==> src/rtl/bram_row_fetcher.sv <==
// Single-port BRAM arbiter: streams rows 0..NUM_ROWS-1 over valid/ready and slots game-logic writes between rows.
// Optional macro ROW_FETCH_CONTINUOUS_EN: rescan forever after the first frame instead of returning to IDLE.
module bram_row_fetcher #(
  parameter int DATA_WIDTH = 60,
  parameter int ADDR_WIDTH = 4,
  parameter int NUM_ROWS   = 16
) (
  input  logic                  clk,
  input  logic                  rst,
  input  logic                  frame_start,
  input  logic                  wr_req,
  input  logic [ADDR_WIDTH-1:0] wr_addr,
  input  logic [DATA_WIDTH-1:0] wr_data,
  output logic                  wr_ack,
  output logic [ADDR_WIDTH-1:0] ram_addr,
  output logic [DATA_WIDTH-1:0] ram_din,
  output logic                  ram_we,
  input  logic [DATA_WIDTH-1:0] ram_dout,
  output logic                  out_valid,
  input  logic                  out_ready,
  output logic [ADDR_WIDTH-1:0] out_row,
  output logic [DATA_WIDTH-1:0] out_data,
  output logic                  frame_done
);

  typedef enum logic [2:0] {
    S_IDLE    = 3'd0,
    S_WRITE   = 3'd1,
    S_ISSUE   = 3'd2,
    S_WAIT    = 3'd3,
    S_PRESENT = 3'd4
  } state_t;

  localparam logic [ADDR_WIDTH-1:0] LAST_ROW = ADDR_WIDTH'(NUM_ROWS - 1);
  localparam logic [ADDR_WIDTH-1:0] ROW_ZERO = {ADDR_WIDTH{1'b0}};
  localparam logic [ADDR_WIDTH-1:0] ROW_ONE  = ADDR_WIDTH'(1);
`ifdef ROW_FETCH_CONTINUOUS_EN
  localparam logic CONTINUOUS = 1'b1;
`else
  localparam logic CONTINUOUS = 1'b0;
`endif

  state_t                r_state, w_state;
  logic [ADDR_WIDTH-1:0] r_row, w_row;
  logic                  r_resume, w_resume;
  logic                  r_start_pending, w_start_pending;
  logic                  r_wr_ack, w_wr_ack;
  logic [ADDR_WIDTH-1:0] r_ram_addr, w_ram_addr;
  logic [DATA_WIDTH-1:0] r_ram_din, w_ram_din;
  logic                  r_ram_we, w_ram_we;
  logic                  r_out_valid, w_out_valid;
  logic [ADDR_WIDTH-1:0] r_out_row, w_out_row;
  logic [DATA_WIDTH-1:0] r_out_data, w_out_data;
  logic                  r_frame_done, w_frame_done;
  logic                  w_scan_begin;
  logic                  w_last_row;
  logic [ADDR_WIDTH-1:0] w_row_inc;

  assign w_last_row = (r_row == LAST_ROW);
  assign w_row_inc  = w_last_row ? ROW_ZERO : (r_row + ROW_ONE);

  // Next-state and next-output logic; every output is registered below.
  always_comb begin
    w_state      = r_state;
    w_row        = r_row;
    w_resume     = r_resume;
    w_scan_begin = 1'b0;
    w_wr_ack     = 1'b0;
    w_ram_addr   = r_ram_addr;
    w_ram_din    = r_ram_din;
    w_ram_we     = 1'b0;
    w_out_valid  = r_out_valid;
    w_out_row    = r_out_row;
    w_out_data   = r_out_data;
    w_frame_done = 1'b0;
    case (r_state)
      S_IDLE: begin
        if (wr_req) begin
          w_state    = S_WRITE;
          w_resume   = 1'b0;
          w_ram_we   = 1'b1;
          w_wr_ack   = 1'b1;
          w_ram_addr = wr_addr;
          w_ram_din  = wr_data;
        end else if (r_start_pending) begin
          w_state      = S_ISSUE;
          w_scan_begin = 1'b1;
          w_row        = ROW_ZERO;
          w_ram_addr   = ROW_ZERO;
        end else begin
          w_state = S_IDLE;
        end
      end
      S_WRITE: begin
        w_resume = 1'b0;
        if (r_resume) begin
          w_state    = S_ISSUE;
          w_ram_addr = r_row;
        end else begin
          w_state = S_IDLE;
        end
      end
      S_ISSUE: begin
        w_state = S_WAIT;
      end
      S_WAIT: begin
        w_state     = S_PRESENT;
        w_out_valid = 1'b1;
        w_out_row   = r_row;
        w_out_data  = ram_dout;
      end
      S_PRESENT: begin
        if (r_out_valid && out_ready) begin
          w_out_valid  = 1'b0;
          w_frame_done = w_last_row;
          if (!w_last_row || CONTINUOUS) begin
            w_row = w_row_inc;
            // A pending write takes the port before the next row is read.
            if (wr_req) begin
              w_state    = S_WRITE;
              w_resume   = 1'b1;
              w_ram_we   = 1'b1;
              w_wr_ack   = 1'b1;
              w_ram_addr = wr_addr;
              w_ram_din  = wr_data;
            end else begin
              w_state    = S_ISSUE;
              w_ram_addr = w_row_inc;
            end
          end else begin
            w_state = S_IDLE;
          end
        end else begin
          w_state = S_PRESENT;
        end
      end
      default: begin
        w_state = S_IDLE;
      end
    endcase
    w_start_pending = frame_start | (r_start_pending & ~w_scan_begin);
  end

  // State and output registers.
  always_ff @(posedge clk or posedge rst) begin
    if (rst) begin
      r_state         <= S_IDLE;
      r_row           <= ROW_ZERO;
      r_resume        <= 1'b0;
      r_start_pending <= 1'b0;
      r_wr_ack        <= 1'b0;
      r_ram_addr      <= ROW_ZERO;
      r_ram_din       <= {DATA_WIDTH{1'b0}};
      r_ram_we        <= 1'b0;
      r_out_valid     <= 1'b0;
      r_out_row       <= ROW_ZERO;
      r_out_data      <= {DATA_WIDTH{1'b0}};
      r_frame_done    <= 1'b0;
    end else begin
      r_state         <= w_state;
      r_row           <= w_row;
      r_resume        <= w_resume;
      r_start_pending <= w_start_pending;
      r_wr_ack        <= w_wr_ack;
      r_ram_addr      <= w_ram_addr;
      r_ram_din       <= w_ram_din;
      r_ram_we        <= w_ram_we;
      r_out_valid     <= w_out_valid;
      r_out_row       <= w_out_row;
      r_out_data      <= w_out_data;
      r_frame_done    <= w_frame_done;
    end
  end

  assign wr_ack     = r_wr_ack;
  assign ram_addr   = r_ram_addr;
  assign ram_din    = r_ram_din;
  assign ram_we     = r_ram_we;
  assign out_valid  = r_out_valid;
  assign out_row    = r_out_row;
  assign out_data   = r_out_data;
  assign frame_done = r_frame_done;

endmodule

==> config.mk <==
export PLATFORM = sky130hd
export DESIGN_NAME = bram_row_fetcher
export DESIGN_NICKNAME = d
export VERILOG_FILES = /design/src/rtl/bram_row_fetcher.sv
export SDC_FILE = /design/constraint.sdc
export NUM_CORES = 1
export LEC_CHECK = 0
export ABC_CLOCK_PERIOD_IN_PS = 8060
export BUFFER_PORTS_ARGS = -buffer_cell sky130_fd_sc_hd__clkbuf_2
export CORE_MARGIN = 1
export CORE_UTILIZATION = 38
export DETAILED_ROUTE_END_ITERATION = 12
export PLACE_DENSITY = 0.67
export SYNTH_ARGS = -nofsm -noshare
export SYNTH_HDL_FRONTEND = slang
export SYNTH_SLANG_ARGS = --single-unit
==> constraint.sdc <==
create_clock -name clk -period 8.06 [get_ports clk]
set_clock_uncertainty 0.2 [all_clocks]
set_input_delay 0 -clock clk [delete_from_list [all_inputs] [get_ports clk]]
set_output_delay 0 -clock clk [all_outputs]
set_load 0.005 [all_outputs]
Word-level counts from Yosys, hierarchy flattened
Index checks and enable logic that the tools add are counted.
{"block": "op_classes", "n_addsub": 1, "n_eq_ne": 13, "n_mux": 38, "bitwise_logic": 3, "n_reduce_logical": 10}
{"op": "$mux 60", "count": 3}
{"op": "$pmux 60 s2", "count": 1}
{"op": "$mux 4", "count": 9}
{"op": "$pmux 3 s5", "count": 1}
{"op": "$reduce_and 5->1", "count": 3}
{"op": "$ne 2x2->1 const B", "count": 7}
{"op": "$mux 1", "count": 13}
{"op": "$pmux 4 s3", "count": 1}
{"op": "$mux 2", "count": 4}
{"op": "$pmux 4 s2", "count": 1}
{"op": "$eq 3x2->1 const B", "count": 2}
{"op": "$mux 3", "count": 2}
{"op": "$add 4x1->4 const B", "count": 1}
{"op": "$eq 4x4->1 const B", "count": 1}
{"op": "$pmux 1 s2", "count": 2}
{"op": "$reduce_bool 2->1", "count": 2}
{"op": "$eq 3x1->1 const B", "count": 1}
{"op": "$eq 3x3->1 const B", "count": 1}
{"op": "$logic_not 3->1", "count": 1}
{"op": "$ne 3x3->1 const B", "count": 1}
{"op": "$pmux 1 s3", "count": 1}
{"op": "$reduce_and 3->1", "count": 1}
{"op": "$reduce_bool 3->1", "count": 1}
{"op": "$reduce_and 2->1", "count": 1}
{"op": "4 further kinds", "count": 4}
{"block": "totals", "regBits": 140, "in_bits": 129, "output_inout_bits": 132, "elab_cells": 76}

Longest topological paths before layout
Gate-level depths: netlist of the first run.
{"block": "logic_depth", "depth_word": 6, "ltp_mapped": 6, "mapped_depth_nobuf": 5}

Worst setup path after synthesis of the first run
OpenSTA, ideal clock, no wires.
{"block": "synth_path", "path_kind": "flip-flop to flip-flop", "start": "reg r_row[0]", "end": "reg r_ram_addr[0], in the netlist ram_addr[0]", "setup_time_ps": 125, "t_arrival_ps": 1786, "required_time_ps": 7735, "setup_slack_ps": 5949, "stages_incl_launch_ff": 6, "path_buffers": 0, "period_less_slack_ps": 2111, "path_cell_list": "dfrtp_1 > ha_1 > and3_4 > or3_4 > a31oi_4 > mux2_2"}
{"block": "synth_via", "elab_chain_len": 5, "word_cells_on_any_way": 9, "cone_classes": "1 x add/sub; 2 x eq/ne; 5 x mux; 1 x reduce/logical"}
{"element": "start: declaration", "line": "44", "source": "logic [ADDR_WIDTH-1:0] r_row, w_row;"}
{"element": "start signal: assignment", "line": "161", "source": "r_row <= w_row;"}
{"element": "$add 4x1->4", "line": "60", "source": "assign w_row_inc = w_last_row ? ROW_ZERO : (r_row + ROW_ONE);"}
{"element": "$mux 4", "line": "119", "source": "if (wr_req) begin"}
{"element": "$mux 4", "line": "116", "source": "if (!w_last_row || CONTINUOUS) begin"}
{"element": "$mux 4", "line": "113", "source": "if (r_out_valid && out_ready) begin"}
{"element": "$pmux 4 s3", "line": "76", "source": "case (r_state)"}
{"element": "end signal: assignment", "line": "165", "source": "r_ram_addr <= w_ram_addr;"}
{"element": "end: declaration", "line": "48", "source": "logic [ADDR_WIDTH-1:0] r_ram_addr, w_ram_addr;"}
Several ways; a longest one is shown, not always the timed one. The select of a mux whose other input is x is not followed.
A chain may end at the register's enable or synchronous reset.

Final worst setup path of the first run
{"block": "layout_path", "start": "reg r_state[2]", "end": "reg r_out_data[31], in the netlist out_data[31]"}
{"block": "layout_via", "elab_chain_len": 1}
{"element": "start: declaration", "line": "43", "source": "state_t r_state, w_state;"}
{"element": "start signal: assignment", "line": "160", "source": "r_state <= w_state;"}
{"element": "$eq 3x2->1", "line": "76"}
{"element": "end signal: assignment", "line": "157", "source": "r_out_data <= {DATA_WIDTH{1'b0}};"}
{"element": "end signal: assignment", "line": "170", "source": "r_out_data <= w_out_data;"}
{"element": "end: declaration", "line": "53", "source": "logic [DATA_WIDTH-1:0] r_out_data, w_out_data;"}
Every way passes these cells.

==> impl_metrics.ini, run 1 <==
[outcome]
outcome = complete, no violations

[pwr]
peakVddDrop_mv = 0.1931
leakage_nw = 4.331
power_switching_share_pct = 29.85
power_frac_comb_pct = 34.3
seq_power_share_pct = 38.6
p_int_mw = 2.304
pwr-share-clk_pct = 27.1
powerDensity_mw_per_mm2 = 367.7
p_sw_mw = 0.9803

[yosys]
ys_seq_area_share_pct = 63.25
syn_inst = 359
post-synth-top-area-cell = dfrtp_1
synth_cell_types = 41
synth_area_leaders = dfrtp_1, mux2_2, buf_4
synthArstFlopShare_pct = 100.0
synth-edff-count = 0
synth_commonest_cells = dfrtp_1, mux2_2, buf_4, nand2_1, o21ai_0
syn_area_mm2 = 0.005539
syn_avg_cell_area_um2 = 15.43
yosys_warnings = 0
synth_top_area_share_pct = 63.25
synth_fp_nets = 489
synth-main-ff-cell = dfrtp_1
synth_most_common_cell = dfrtp_1
synth-seq-cells = 140

[cts]
cts_max_path_buffers = 2
cts_setup_buffers = 0
cts_root_buffer = clkbuf_16
cts.sinks = 140
cts_resized = 0
insertion_delay_ns = 0.42
htreeDepth = 4
path_clk_slew_ns = 0.06
numCtsBuffers = 17
cts_hold_buf = 130
cts_tree = yes

[worst_setup_path]
arrival_ns = 2.88
ff2ff_setup_slack_ns = 5.28
startpoint_type = flop
regToRegStartpoint = r_state[2]
cp-end-kind = flop
r2r_cells = 4
endpoint = out_data[31]
critPathMaxFanout = 40
r2r-end = out_data[31]
critPathRequiredTime_ns = 8.15
path_class = reg2reg
startpoint = r_state[2]

[sta]
fin_crit_sh_pct = 34.55
relSlewSlack_pct = 48.13
tightest_slew_ns = 0.7781
finalSetupViolCount = 0
slew_violations = 0
fin_crit_ns = 2.785
hold_violations = 0
fmax_ghz = 0.3591
rsz0062_at_grt = no
tns_ns = 0

[global_routing]
grt_pass1_wl_mm = 22.65
first_global_vias = 4654
grt_max_degree = 90
overflow = 0
grt.total_usage_pct = 19.95
antenna_found_initial = 0

[route]
drt-pass1-iter-count = 4
via_count = 4474
drt_wl_total_mm = 14.78
drt.antenna.violating_nets = 0
first_iter_violations = 148
drcViolationCount = 0
drt-vias-per-instance = 4.744
wl_per_cell_um = 15.68

[layout]
nNetsFinal = 880
utilization_pct = 63.61
diodes = 0
area_growth_pct = 61.26
drive_gt1_share_pct = 56.36

[die]
fp.dieH_um = 122.7
io_pins = 261
die_area_mm2 = 0.01506
rows = 43
start_util_pct = 39.45
core_mm2 = 0.01404
die_w_um = 122.7

[job]
drv_cap = 0

[place]
portBuffers = 260
place_hpwl_mm = 8.789
gp_congestion = 0.7672

[worst_hold_path]
worstHoldPathType = in2async
==> power groups by stage <==
stage | Sequential (mW) | Combinational (mW) | Clock, mW
finish | 1.27 | 1.13 | 0.889
global route | 1.31 | 1.23 | 0.938
CTS | 1.26 | 1.13 | 0.904
detailed placement | 1.27 | 1.07 | 0
global placement | 1.25 | 1.04 | 0
floorplan | 1.25 | 0.632 | 0
==> state kept, by name, indices dropped and copies added (netlist names) <==
name,count
frame_done,1
out_data,60
out_row,4
out_valid,1
r_resume,1
r_row,4
r_start_pending,1
r_state,3
ram_addr,4
ram_din,60
ram_we,1
==> cell usage in the layout (no fill, tap or decap), types with 3 or more instances in the layout <==
master and instances:
clkbuf_2 260, dfrtp_1 140, dlygate4sd3_1 130, mux2_2 128
clkbuf_16 17, nand2_1 8, o21ai_0 8, nand3_1 6
bufinv_16 6, nor2_1 4, a21oi_1 4, nand2b_1 3
nor4b_1 3, clkinv_4 3, clkinvlp_4 3, buf_4 3
==> how the worst min path moves through the flow <==
stage | from | to | cells after the start
after floorplan | frame_start | r_start_pending | 1
after global placement | rst | ram_din[57] | 2
after detailed placement | frame_start | r_start_pending | 2
after CTS | rst | out_data[19] | 3
after global routing | wr_data[34] | ram_din[34] | 3
final | rst | out_data[23] | 3
==> cell families after synthesis <==
logic type / count (synthesis) / synth area share, %
DFF: 140 / 63.25
muxes: 129 / 26.20
and+or+nand+nor: 38 / 4.179
AOI/OAI and AO/OA: 26 / 3.321
buffers and inverters: 24 / 2.665
xor gates and xnor gates: 1 / 0.1581
adders and majority gates: 1 / 0.2259
==> metrics by stage <==
| step | hold slack, ns | cell area, um2 | power, mW | std cells | setup WS (ns) |
|---|---|---|---|---|---|
| floorplan | -0.09163 | 5539 | 1.879 | 359 | 4.107 |
| global placement | -0.008593 | 6959 | 2.294 | 781 | 5.400 |
| detailed placement | -0.002194 | 6959 | 2.340 | 781 | 5.282 |
| CTS | 0.1182 | 8932 | 3.290 | 943 | 5.286 |
| global route | 0.1363 | 8932 | 3.485 | 943 | 5.155 |
| finish | 0.09757 | 8932 | 3.284 | 943 | 5.275 |
==> critical path, stage by stage, from the launching register on <==
cell and delay (ns):
dfrtp_1 0.67, and2b_1 0.30, nand2_2 0.53, buf_4 0.55
mux2_2 0.41
==> area by class of cell <==
type | count | area (um2)
inverters | 3 | 16.27
multi-input cells | 195 | 1891
repair buffers | 393 | 2625
clock buffers | 18 | 429.2
fillers | 1007 | 5110
clock inverters | 14 | 242.7
flip-flops and latches | 140 | 3503
well taps | 180 | 225.2
==> per-layer routing <==
layer  up-vias  GRT usage, %  wire length (um)
met3        24         7.760              1140
met4         0         7.165               270
met5         -             0                 0
met1      2193         21.75              5736
met2       193         34.97              7637
li1       2064             -                 -
Power figures use the tool's default switching activity.
==> run 2, diff against run 1 <==
ABC_CLOCK_PERIOD_IN_PS = 2800   (was 8060)
clock period = 2.8 ns   (was 8.06 ns; I/O delays follow)
==> impl_metrics.ini, run 2 (synthesis gave the netlist of run 1 again) <==
[outcome]
outcome = complete, no violations

[sta]
fin_crit_sh_pct = 90.90
rsz0062_at_grt = no
relSlewSlack_pct = 58.64
tns_ns = 0
hold_violations = 0
tightest_slew_ns = 0.6204
fin_crit_ns = 2.545
fmax_ghz = 0.3929
finalSetupViolCount = 0
slew_violations = 0

[die]
rows = 43
core_mm2 = 0.01404
start_util_pct = 39.45
io_pins = 261
fp.dieH_um = 122.7
die_area_mm2 = 0.01506
die_w_um = 122.7

[pwr]
finalPower_mw = 8.922
leakage_nw = 4.298
peakVddDrop_mv = 0.4818
powerDensity_mw_per_mm2 = 1009

[cts]
cts_hold_buf = 131
cts.sinks = 140
insertion_delay_ns = 0.41
cts_root_buffer = clkbuf_16
htreeDepth = 4
cts_max_path_buffers = 2
path_clk_slew_ns = 0.05
cts_resized = 0
cts_tree = yes
numCtsBuffers = 17
cts_setup_buffers = 0

[global_routing]
antenna_found_initial = 0
grt_max_degree = 87
grt_pass1_wl_mm = 22.34
grt.total_usage_pct = 19.84
first_global_vias = 4737
overflow = 0

[place]
place_hpwl_mm = 8.701
portBuffers = 260
gp_congestion = 0.7996

[layout]
nNetsFinal = 882
drive_gt1_share_pct = 55.92
area_growth_pct = 59.59
fillers = 1044
final_common_cell = clkbuf_2
final_cell_mix = clkbuf_2, dfrtp_1, dlygate4sd3_1, mux2_2, clkbuf_16
diodes = 0

[worst_hold_path]
worstHoldPathType = in2reg

[route]
wl_per_cell_um = 15.46
drt.antenna.violating_nets = 0
drt-pass1-iter-count = 4
drt-vias-per-instance = 4.726
via_count = 4442
drt_wl_total_mm = 14.53
drcViolationCount = 0
first_iter_violations = 117

[worst_setup_path]
cp_slowest_cell = dfrtp_1
path_class = reg2reg
critPathMaxFanout = 18
startpoint_type = flop
max_stage_delay_ns = 0.68
crit_chain = or3b_2 > nand3_1 > dlygate4sd3_1 > o21ai_0 > mux2_2
cp-end-kind = flop
arrival_ns = 2.64
critPathRequiredTime_ns = 2.89

[job]
drv_cap = 0
-- run 2: cell types whose count changed in the layout (fill, tap and decap cells not counted) --
| cell | delta |
|---|---|
| clkinv_4 | -3 |
| clkinvlp_4 | -2 |
| inv_6 | -2 |
| bufinv_16 | -6 |
| clkinv_2 | +1 |
| buf_4 | -2 |
| clkbuf_8 | +6 |
| dlygate4sd3_1 | +1 |
| clkbuf_1 | +1 |
| buf_12 | +3 |
-- run 2: final timing paths --
path	start	endpoint	slack (ns)	cells past startpoint
setup / recovery	r_state[0]	ram_addr[1]	0.25	5
hold / removal	ram_dout[41]	out_data[41]	0.16	3
setup reg to reg	r_state[0]	ram_addr[1]	0.25	5
hold reg to reg	out_row[3]	out_row[3]	0.30	1
max in group asynchronous	rst	frame_done	1.07	5
min in group asynchronous	rst	out_data[24]	0.52	4
-- run 2: worst max-delay path, delay by kind of cell (launching register included) --
family                 cells  cell delay (ns)
DFF                        1             0.68
and+or+nand+nor            2             0.62
muxes                      1             0.30
AOI/OAI and AO/OA          1             0.08
buffers and inverters      1             0.54
-- run 2: where the power goes --
part	internal (mW)	switching, mW	total, mW
Clock	1.24	0.745	1.99
Combinational	1.97	1.31	3.27
Sequential	3.02	0.639	3.66
Total	6.23	2.69	8.92
-- run 2: layout make-up --
| cell class | instances | area (um2) | share of cell area, % |
|---|---|---|---|
| Sequential cell | 140 | 3503 | 39.63 |
| Timing Repair Buffer | 395 | 2680 | 30.32 |
| Multi-Input combinational cell | 195 | 1891 | 21.39 |
| Clock buffer | 25 | 515.5 | 5.832 |
| Tap cell | 180 | 225.2 | 2.548 |
| Inverter | 3 | 15.01 | 0.1699 |
| Clock inverter | 2 | 10.01 | 0.1132 |
-- run 2: per-stage QoR --
stage                     cells  hold WS, ns  area [um2]  util [%]  worst slack (ns)
after global routing        940       0.1447        8840     62.95            0.1604
after floorplan             359     -0.09163        5543         -            0.6895
after global placement      782      -0.2295        7003     49.87            0.6142
after detailed placement    782      -0.2271        7003     49.87            0.5692
final                       940       0.1596        8840     62.95            0.2549
after CTS                   940       0.1343        8840     62.95            0.2776
-- run 2: metal layers --
metal	global-route usage, %	share of wire, %	up-vias
met5	0	0	-
met4	10.37	3.1	0
met3	7.574	8.1	38
met2	33.60	50	212
met1	21.45	38	2137
li1	-	-	2055
